===== config.mk =====
export PLATFORM = sky130hd
export DESIGN_NAME = ov7670_capture_ctrl
export DESIGN_NICKNAME = d
export VERILOG_FILES = /design/src/rtl/ov7670_capture_ctrl.sv
export SDC_FILE = /design/constraint.sdc
export NUM_CORES = 1
export LEC_CHECK = 0
export BUFFER_PORTS_ARGS = -buffer_cell sky130_fd_sc_hd__buf_2
export CORE_MARGIN = 2
export CORE_UTILIZATION = 35
export DETAILED_ROUTE_END_ITERATION = 10
export GPL_TIMING_DRIVEN = 0
export SETUP_SLACK_MARGIN = 0.5
export SLEW_MARGIN = 40
export SYNTH_ARGS = -nofsm -noshare
export SYNTH_HDL_FRONTEND = slang
export SYNTH_SLANG_ARGS = --single-unit

===== constraint.sdc =====
create_clock -name PCLK -period 2.6 [get_ports PCLK]
set_input_delay 0.13 -clock PCLK [delete_from_list [all_inputs] [get_ports PCLK]]
set_output_delay 0.13 -clock PCLK [all_outputs]
set_load 0.005 [all_outputs]

===== src/rtl/ov7670_capture_ctrl.sv =====
// OV7670 frame-capture sequencer: gates the deserializer, turns pixel strobes into
// frame-buffer writes and checks line/frame geometry. Define DOWNSCALE_2X_EN for 2x decimation.
module ov7670_capture_ctrl #(
  parameter int H_ACTIVE = 320,
  parameter int V_ACTIVE = 240,
  parameter int ADDR_W   = 17
) (
  input  logic              PCLK,
  input  logic              RST_N,
  input  logic              VSYNC,
  input  logic              HREF,
  input  logic              PIX_VALID,
  input  logic [11:0]       PIX,
  input  logic              START,
  input  logic              CONT,
  input  logic              STOP,
  output logic              CAP_EN,
  output logic              WR_EN,
  output logic [ADDR_W-1:0] WR_ADDR,
  output logic [11:0]       WR_DATA,
  output logic              BUSY,
  output logic              FRAME_DONE,
  output logic              LINE_ERR,
  output logic              FRAME_ERR
);
  localparam int COL_W = $clog2(H_ACTIVE + 2);
  localparam int ROW_W = $clog2(V_ACTIVE + 2);
  localparam logic [COL_W-1:0] COL_END = COL_W'(H_ACTIVE);
  localparam logic [COL_W-1:0] COL_SAT = COL_W'(H_ACTIVE + 1);
  localparam logic [ROW_W-1:0] ROW_END = ROW_W'(V_ACTIVE);
  localparam logic [ROW_W-1:0] ROW_SAT = ROW_W'(V_ACTIVE + 1);
`ifdef DOWNSCALE_2X_EN
  localparam logic [ADDR_W-1:0] LINE_STEP = ADDR_W'(H_ACTIVE / 2);
`else
  localparam logic [ADDR_W-1:0] LINE_STEP = ADDR_W'(H_ACTIVE);
`endif

  typedef enum logic [1:0] {IDLE, SYNC, CAPT, DONE} state_t;
  state_t state, state_nx;

  logic              vs_q, href_q, line_pend, cont_q, stop_q;
  logic              vs_fall, vs_rise, href_fall;
  logic              pix_in, pix_wr, line_end, base_step;
  logic [COL_W-1:0]  col, col_eff;
  logic [ROW_W-1:0]  row;
  logic [ADDR_W-1:0] addr, line_base;

  assign vs_fall   = vs_q & ~VSYNC;
  assign vs_rise   = ~vs_q & VSYNC;
  assign href_fall = href_q & ~HREF;
  assign pix_in    = (state == CAPT) && PIX_VALID;
  assign line_end  = (state == CAPT) && line_pend;
  // col including this cycle's pixel, so a late pixel lands before the line check
  assign col_eff   = (pix_in && col != COL_SAT) ? col + 1'b1 : col;

`ifdef DOWNSCALE_2X_EN
  assign pix_wr    = pix_in && col < COL_END && row < ROW_END && !col[0] && !row[0];
  assign base_step = row[0] && row < ROW_END;
`else
  assign pix_wr    = pix_in && col < COL_END && row < ROW_END;
  assign base_step = row < ROW_END;
`endif

  always_ff @(posedge PCLK or negedge RST_N)
    if (!RST_N) state <= IDLE;
    else        state <= state_nx;

  always_comb begin
    state_nx = state;
    case (state)
      IDLE: if (START && !STOP) state_nx = SYNC;
      SYNC: if (STOP) state_nx = IDLE;
            else if (vs_fall) state_nx = CAPT;
      CAPT: if (vs_rise) state_nx = DONE;
      DONE: state_nx = (!cont_q || stop_q || STOP) ? IDLE : SYNC;
      default: state_nx = IDLE;
    endcase
  end

  always_comb begin
    CAP_EN     = 1'b0;
    BUSY       = 1'b1;
    FRAME_DONE = 1'b0;
    case (state)
      IDLE:    BUSY       = 1'b0;
      CAPT:    CAP_EN     = 1'b1;
      DONE:    FRAME_DONE = 1'b1;
      default: ;
    endcase
  end

  always_ff @(posedge PCLK or negedge RST_N)
    if (!RST_N) begin
      vs_q <= 1'b0; href_q <= 1'b0; line_pend <= 1'b0;
      cont_q <= 1'b0; stop_q <= 1'b0;
      col <= '0; row <= '0; addr <= '0; line_base <= '0;
      WR_EN <= 1'b0; WR_ADDR <= '0; WR_DATA <= '0;
      LINE_ERR <= 1'b0; FRAME_ERR <= 1'b0;
    end else begin
      vs_q      <= VSYNC;
      href_q    <= HREF;
      line_pend <= (state == CAPT) && href_fall;
      WR_EN     <= pix_wr;
      if (pix_wr) begin
        WR_ADDR <= addr;
        WR_DATA <= PIX;
      end
      case (state)
        IDLE: begin
          stop_q <= 1'b0;
          if (START && !STOP) begin
            cont_q    <= CONT;
            LINE_ERR  <= 1'b0;
            FRAME_ERR <= 1'b0;
          end
        end
        SYNC: begin
          col <= '0; row <= '0; addr <= '0; line_base <= '0;
        end
        CAPT: begin
          if (STOP) stop_q <= 1'b1;
          if (line_end) begin
            if (col_eff != COL_END) LINE_ERR <= 1'b1;
            col <= '0;
            if (row != ROW_SAT) row <= row + 1'b1;
            // line_base tracks the first buffer address of the next written line
            if (base_step) begin
              line_base <= line_base + LINE_STEP;
              addr      <= line_base + LINE_STEP;
            end else begin
              addr      <= line_base;
            end
          end else begin
            col <= col_eff;
            if (pix_wr) addr <= addr + 1'b1;
          end
        end
        DONE: if (row != ROW_END) FRAME_ERR <= 1'b1;
        default: ;
      endcase
    end
endmodule


### After elaboration in Yosys (flattened, before gate mapping)

Cells that the tools add are included.

| word-level totals | value |
|---|---|
| logic and storage cells | 95 |
| register bits after elaboration | 90 |
| input port bits | 20 |

| operators by class | value |
|---|---|
| magnitude comparators | 2 |
| reductions and logical operators | 23 |
| add/subtract/negate cells | 4 |
| eq/ne operators | 16 |
| bitwise operators | 6 |
| mux-type cells | 29 |

Operators by type and width:

| kind | number |
|---|---|
| two-way mux 17 bit | 4 |
| case mux 17 bit (2 select lines) | 2 |
| two-way mux 9 bit | 2 |
| != test 9 bit (second input constant) | 2 |
| case mux 9 bit (2 select lines) | 1 |
| adder 17 x 1 -> 17 bit (second input constant) | 1 |
| adder 17 x 9 -> 17 bit (second input constant) | 1 |
| two-way mux 8 bit | 2 |
| != test 8 bit (second input constant) | 2 |
| case mux 8 bit (2 select lines) | 1 |
| != test 2 bit (second input constant) | 5 |
| adder 9 x 1 -> 9 bit (second input constant) | 1 |
| < comparator 9 bit (second input constant) | 1 |
| two-way mux 1 bit | 9 |
| AND reduction 3 bit | 3 |
| adder 8 x 1 -> 8 bit (second input constant) | 1 |
| < comparator 8 bit (second input constant) | 1 |
| two-way mux 2 bit | 4 |
| case mux 2 bit (4 select lines) | 1 |
| AND reduction 2 bit | 4 |
| logical AND 1 bit | 7 |
| != test 3 bit (second input constant) | 2 |
| case mux 1 bit (2 select lines) | 3 |
| nonzero test 2 bit | 3 |
| 9 further kinds | 17 |

### Logic depth before layout (Yosys ltp)

| logic depth | value |
|---|---|
| depth in word-level cells | 8 |
| mapped depth | 8 |
| gate-level depth less buffers | 7 |

### Worst setup path after synthesis

OpenSTA, ideal clock, no wires.

| timing | value |
|---|---|
| path kind | reg-to-reg |
| from | register state[0] |
| to | register addr[11] |
| data required time | 2474 ps |
| setup slack | 550 ps |
| data arrival time | 1924 ps |
| cell stages (with the launch flop) | 9 |
| cell sequence | dfrtp_1 -> inv_1 -> ha_1 -> mux2_2 -> a31oi_1 -> buf_2 -> nor3_1 -> o21ai_0 -> nand3_1 |

| on the way | value |
|---|---|
| longest elaborated chain between the ends | 6 |

Ends and longest elaborated chain:

| element | line | source |
|---|---|---|
| start, declared | 39 | `state_t state, state_nx;` |
| start signal, assigned | 66 | `else state <= state_nx;` |
| == test 2 bit | 51, 52, 108 |  |
| logical AND 1 bit | 51 | `assign pix_in = (state == CAPT) && PIX_VALID;` |
| logical AND 1 bit (2 in a row) | 60 | `assign pix_wr = pix_in && col < COL_END && row < ROW_END;` |
| != test 3 bit (no source line) | -- |  |
| AND reduction 2 bit (no source line) | -- |  |
| end signal, assigned | 129 | `addr <= line_base + LINE_STEP;` |
| end signal, assigned | 131 | `addr <= line_base;` |
| end signal, assigned | 135 | `if (pix_wr) addr <= addr + 1'b1;` |
| end, declared | 46 | `logic [ADDR_W-1:0] addr, line_base;` |

Several ways; a longest one is shown, not always the timed one.
A chain may end at the register's enable or synchronous reset.

### Worst setup path in the final report

| timing | value |
|---|---|
| from | register state[0] |
| to | register LINE_ERR |

| on the way | value |
|---|---|
| longest elaborated chain between the ends | 7 |

Ends and longest elaborated chain:

| element | line | source |
|---|---|---|
| == test 2 bit | 51, 52, 108 |  |
| logical AND 1 bit | 51 |  |
| logical AND 1 bit | 54 | `assign col_eff = (pix_in && col != COL_SAT) ? col + 1'b1 : col;` |
| two-way mux 9 bit | 54 |  |
| != test 9 bit | 123 | `if (col_eff != COL_END) LINE_ERR <= 1'b1;` |
| != test 2 x 1 -> 1 bit (no source line) | -- |  |
| AND reduction 4 bit (no source line) | -- |  |
| end signal, assigned | 98 | `LINE_ERR <= 1'b0; FRAME_ERR <= 1'b0;` |
| end signal, assigned | 113 | `LINE_ERR <= 1'b0;` |
| end signal, assigned | 123 |  |
| end, declared | 23 | `output logic LINE_ERR,` |

Several ways; a longest one is shown, not always the timed one.

==> qor.csv <==
metric;value;unit
outcome;completed;
whs;0.005034;ns
grt_usage;16.35;%
startpoint_type;flop;
syn_area;4323;um2
synth_async_sr_flop_share;100.0;%
die_w;115.1;um
drtPass1Iterations;5;
root_buffer;clkbuf_16;
synth_edf_count;0;
synthCells;460;
crit_chain;inv_2 > ha_4 > nand2_1 > a41oi_4 > mux2_4 > o22a_1 > o31a_1;
hp-class;in2reg;
dieArea;13260;um2
ant_nets;0;
rows;40;
setup_viol;0;
fin_util;44.77;%
ys.flop_type;dfrtp_1;
cp_max_fo;7;
crit_slowest_cell;dfrtp_2;
met2_usage;26.31;%
grt_use_met3;3.743;%
grt_pass1_vias;3489;
critPathMaxStageDelay;0.45;ns
syn_area_per_cell;9.398;um2
area_delta_synth_final;24.40;%
die_h;115.1;um
cts_buffers;9;
via_per_inst;5.292;
drtIter0Drc;238;
globalRouteOverflowTotal;0;
min_period;2.001;ns
crit_type;reg2reg;
wl;10.28;mm
clk_latency;0.34;ns
wire_per_inst;14.70;um
fmax;499.8;MHz
vias;3699;
powerDensity;782.1;nW/um2
ir_drop;0.5161;mV
relSlewSlack;58.51;%
p_leak;2.571;nW
setup_tns;0;ns
cts_sinks;84;
htree_levels;3;
pre_cts_ws;0.01708;ns
synth_seq_area_share;48.63;%
clkTransAtPathRegs;0.06;ns
initial_core_util;35.99;%
post-route-period-util;76.96;%
dp_hpwl;7.215;mm
drc;0;
tightest_slew;0.6140;ns
hold_viol;0;
antenna_found_initial;0;
routabilityCongestion;0.8406;
grt_busiest_layer;met2;
nFillCells;1155;
dp.cells;662;
gr-usage-met1;21.85;%
required;2.83;ns
yosys_warnings;0;
syn_nets;491;
io_pins;55;
cts_max_path_buffers;2;
dpl_cell_area;4811;um2
final_area;5378;um2
cap_violations;0;
cts_tree;done;
core;12010;um2
cp.arrival;2.24;ns
timing.final.ws_setup;0.5990;ns
stdcell_count;699;
grt_max_degree;52;
synth-seq-cells;84;
antenna_cells;0;
rsz0062_at_grt;no;
path_buf_inv;1;
worstSetupEndpointType;flop;
slew_violations;0;
drive_above_1_share;23.55;%
final_nets;578;
clock-skew-final;0.006076;ns
synth_cell_type_count;52;
portBuffers;54;
finalPower;4.206;mW
grt_pass1_wl;17.11;mm
critPathTopFamily;compound AO/OA/AOI/OAI gates;
power by group:
group | internal [mW] | switching [mW]
logic | 0.568 | 0.834
registers | 1.47 | 0.107
clock network | 0.681 | 0.545
registers in the layout, indices dropped and copies added, names as in the netlist, 2 cells and up:
register	flops
row	8
line_base	11
col	9
state	2
WR_DATA	12
WR_ADDR	17
addr	17
routing by layer:
metal	wire, um	vias up
met5	0	-
met1	4826	1782
li1	-	1811
met3	452	7
met4	112	0
met2	4884	99
tightest hold or removal path: cells and delay by family:
kind                   cells  cell delay, ns
and+or+nand+nor            2            0.11
buffers and inverters      1            0.08
layout make-up:
type                       count  area, um2  area share (%)
buffer                        17      87.58           1.629
clock buffer                  10      239.0           4.444
clock inverter                 6      46.29          0.8609
inverter                      13      50.05          0.9307
multi-input combinational    346       2170           40.34
sequential                    84       2105           39.13
tap                          147      183.9           3.420
timing repair buffer          76      496.7           9.237
cells in the mapped netlist (all sizes together) (2+ instances only):
cell | number | area share, %
nand2b | 5 | 0.72
nand2 | 95 | 8.2
and4 | 3 | 0.61
xor2 | 9 | 1.8
a31oi | 9 | 1.3
and2 | 3 | 0.43
a21oi | 22 | 2.5
and3 | 4 | 0.58
nand4 | 12 | 1.7
nor4 | 4 | 0.58
clkbuf | 8 | 0.69
buf | 9 | 0.98
nand3 | 16 | 1.9
or2 | 3 | 0.43
xnor2 | 5 | 1.0
a21o | 5 | 0.87
nor4b | 3 | 0.61
mux2 | 19 | 5.0
a41oi | 3 | 1.0
mux2i | 8 | 1.9
nor2b | 3 | 0.43
or4 | 2 | 0.35
nor2 | 28 | 2.5
or3 | 5 | 0.72
o31ai | 10 | 1.7
o21ai | 34 | 3.9
nor3 | 9 | 1.0
ha | 11 | 3.2
inv | 12 | 1.0
dfrtp | 84 | 49
worst paths after layout:
check / slack, ns / start / cells past startpoint / to
min in group asynchronous: 0.24 / RST_N / 2 / WR_ADDR[14]
max in group asynchronous: 1.79 / RST_N / 3 / addr[1]
setup / recovery: 0.60 / state[0] / 7 / LINE_ERR
hold / removal: 0.005 / PIX[4] / 3 / WR_DATA[4]
hold reg to reg: 0.47 / WR_ADDR[16] / 2 / WR_ADDR[16]
setup reg to reg: 0.60 / state[0] / 7 / LINE_ERR
kinds of logic (layout without fill, tap and decap cells):
kind of cell | Yosys count | after routing | synth area share (%)
AND/OR/NAND/NOR | 198 | 198 | 21.68
AO/OA/AOI/OAI | 96 | 96 | 13.98
flip-flops | 84 | 84 | 48.63
buffers and inverters | 30 | 122 | 2.807
multiplexers | 27 | 27 | 6.888
XOR/XNOR | 14 | 14 | 2.837
adder cells (fa/ha/maj) | 11 | 11 | 3.184
layout by cell type (no fill, tap or decap), types with 4 or more instances in the layout:
master	netlist	routed
nor3_1	9	9
o31ai_1	10	10
buf_2	7	59
nor2_1	27	27
a21o_1	5	5
or3_1	5	4
mux2i_1	8	7
a21oi_1	22	22
nand2b_1	5	5
clkbuf_16	0	9
dlygate4sd3_1	0	14
o21ai_0	34	33
and3_1	4	4
nand3_1	16	15
xor2_1	9	9
inv_1	12	11
xnor2_1	5	5
clkbuf_2	0	7
nand2_1	95	95
mux2_2	18	18
a31oi_1	9	8
nand4_1	12	12
ha_1	11	10
dfrtp_1	84	82
buf_4	0	9
repair_timing:
item,in CTS,in global routing
pin swaps,0,1
hold buffers,14,0
setup endpoints to repair,60,30
hold endpoints to repair,47,0
setup buffers,3,4
gates resized for setup,20,10
Note: power is estimated with default switching activity, not from simulation.
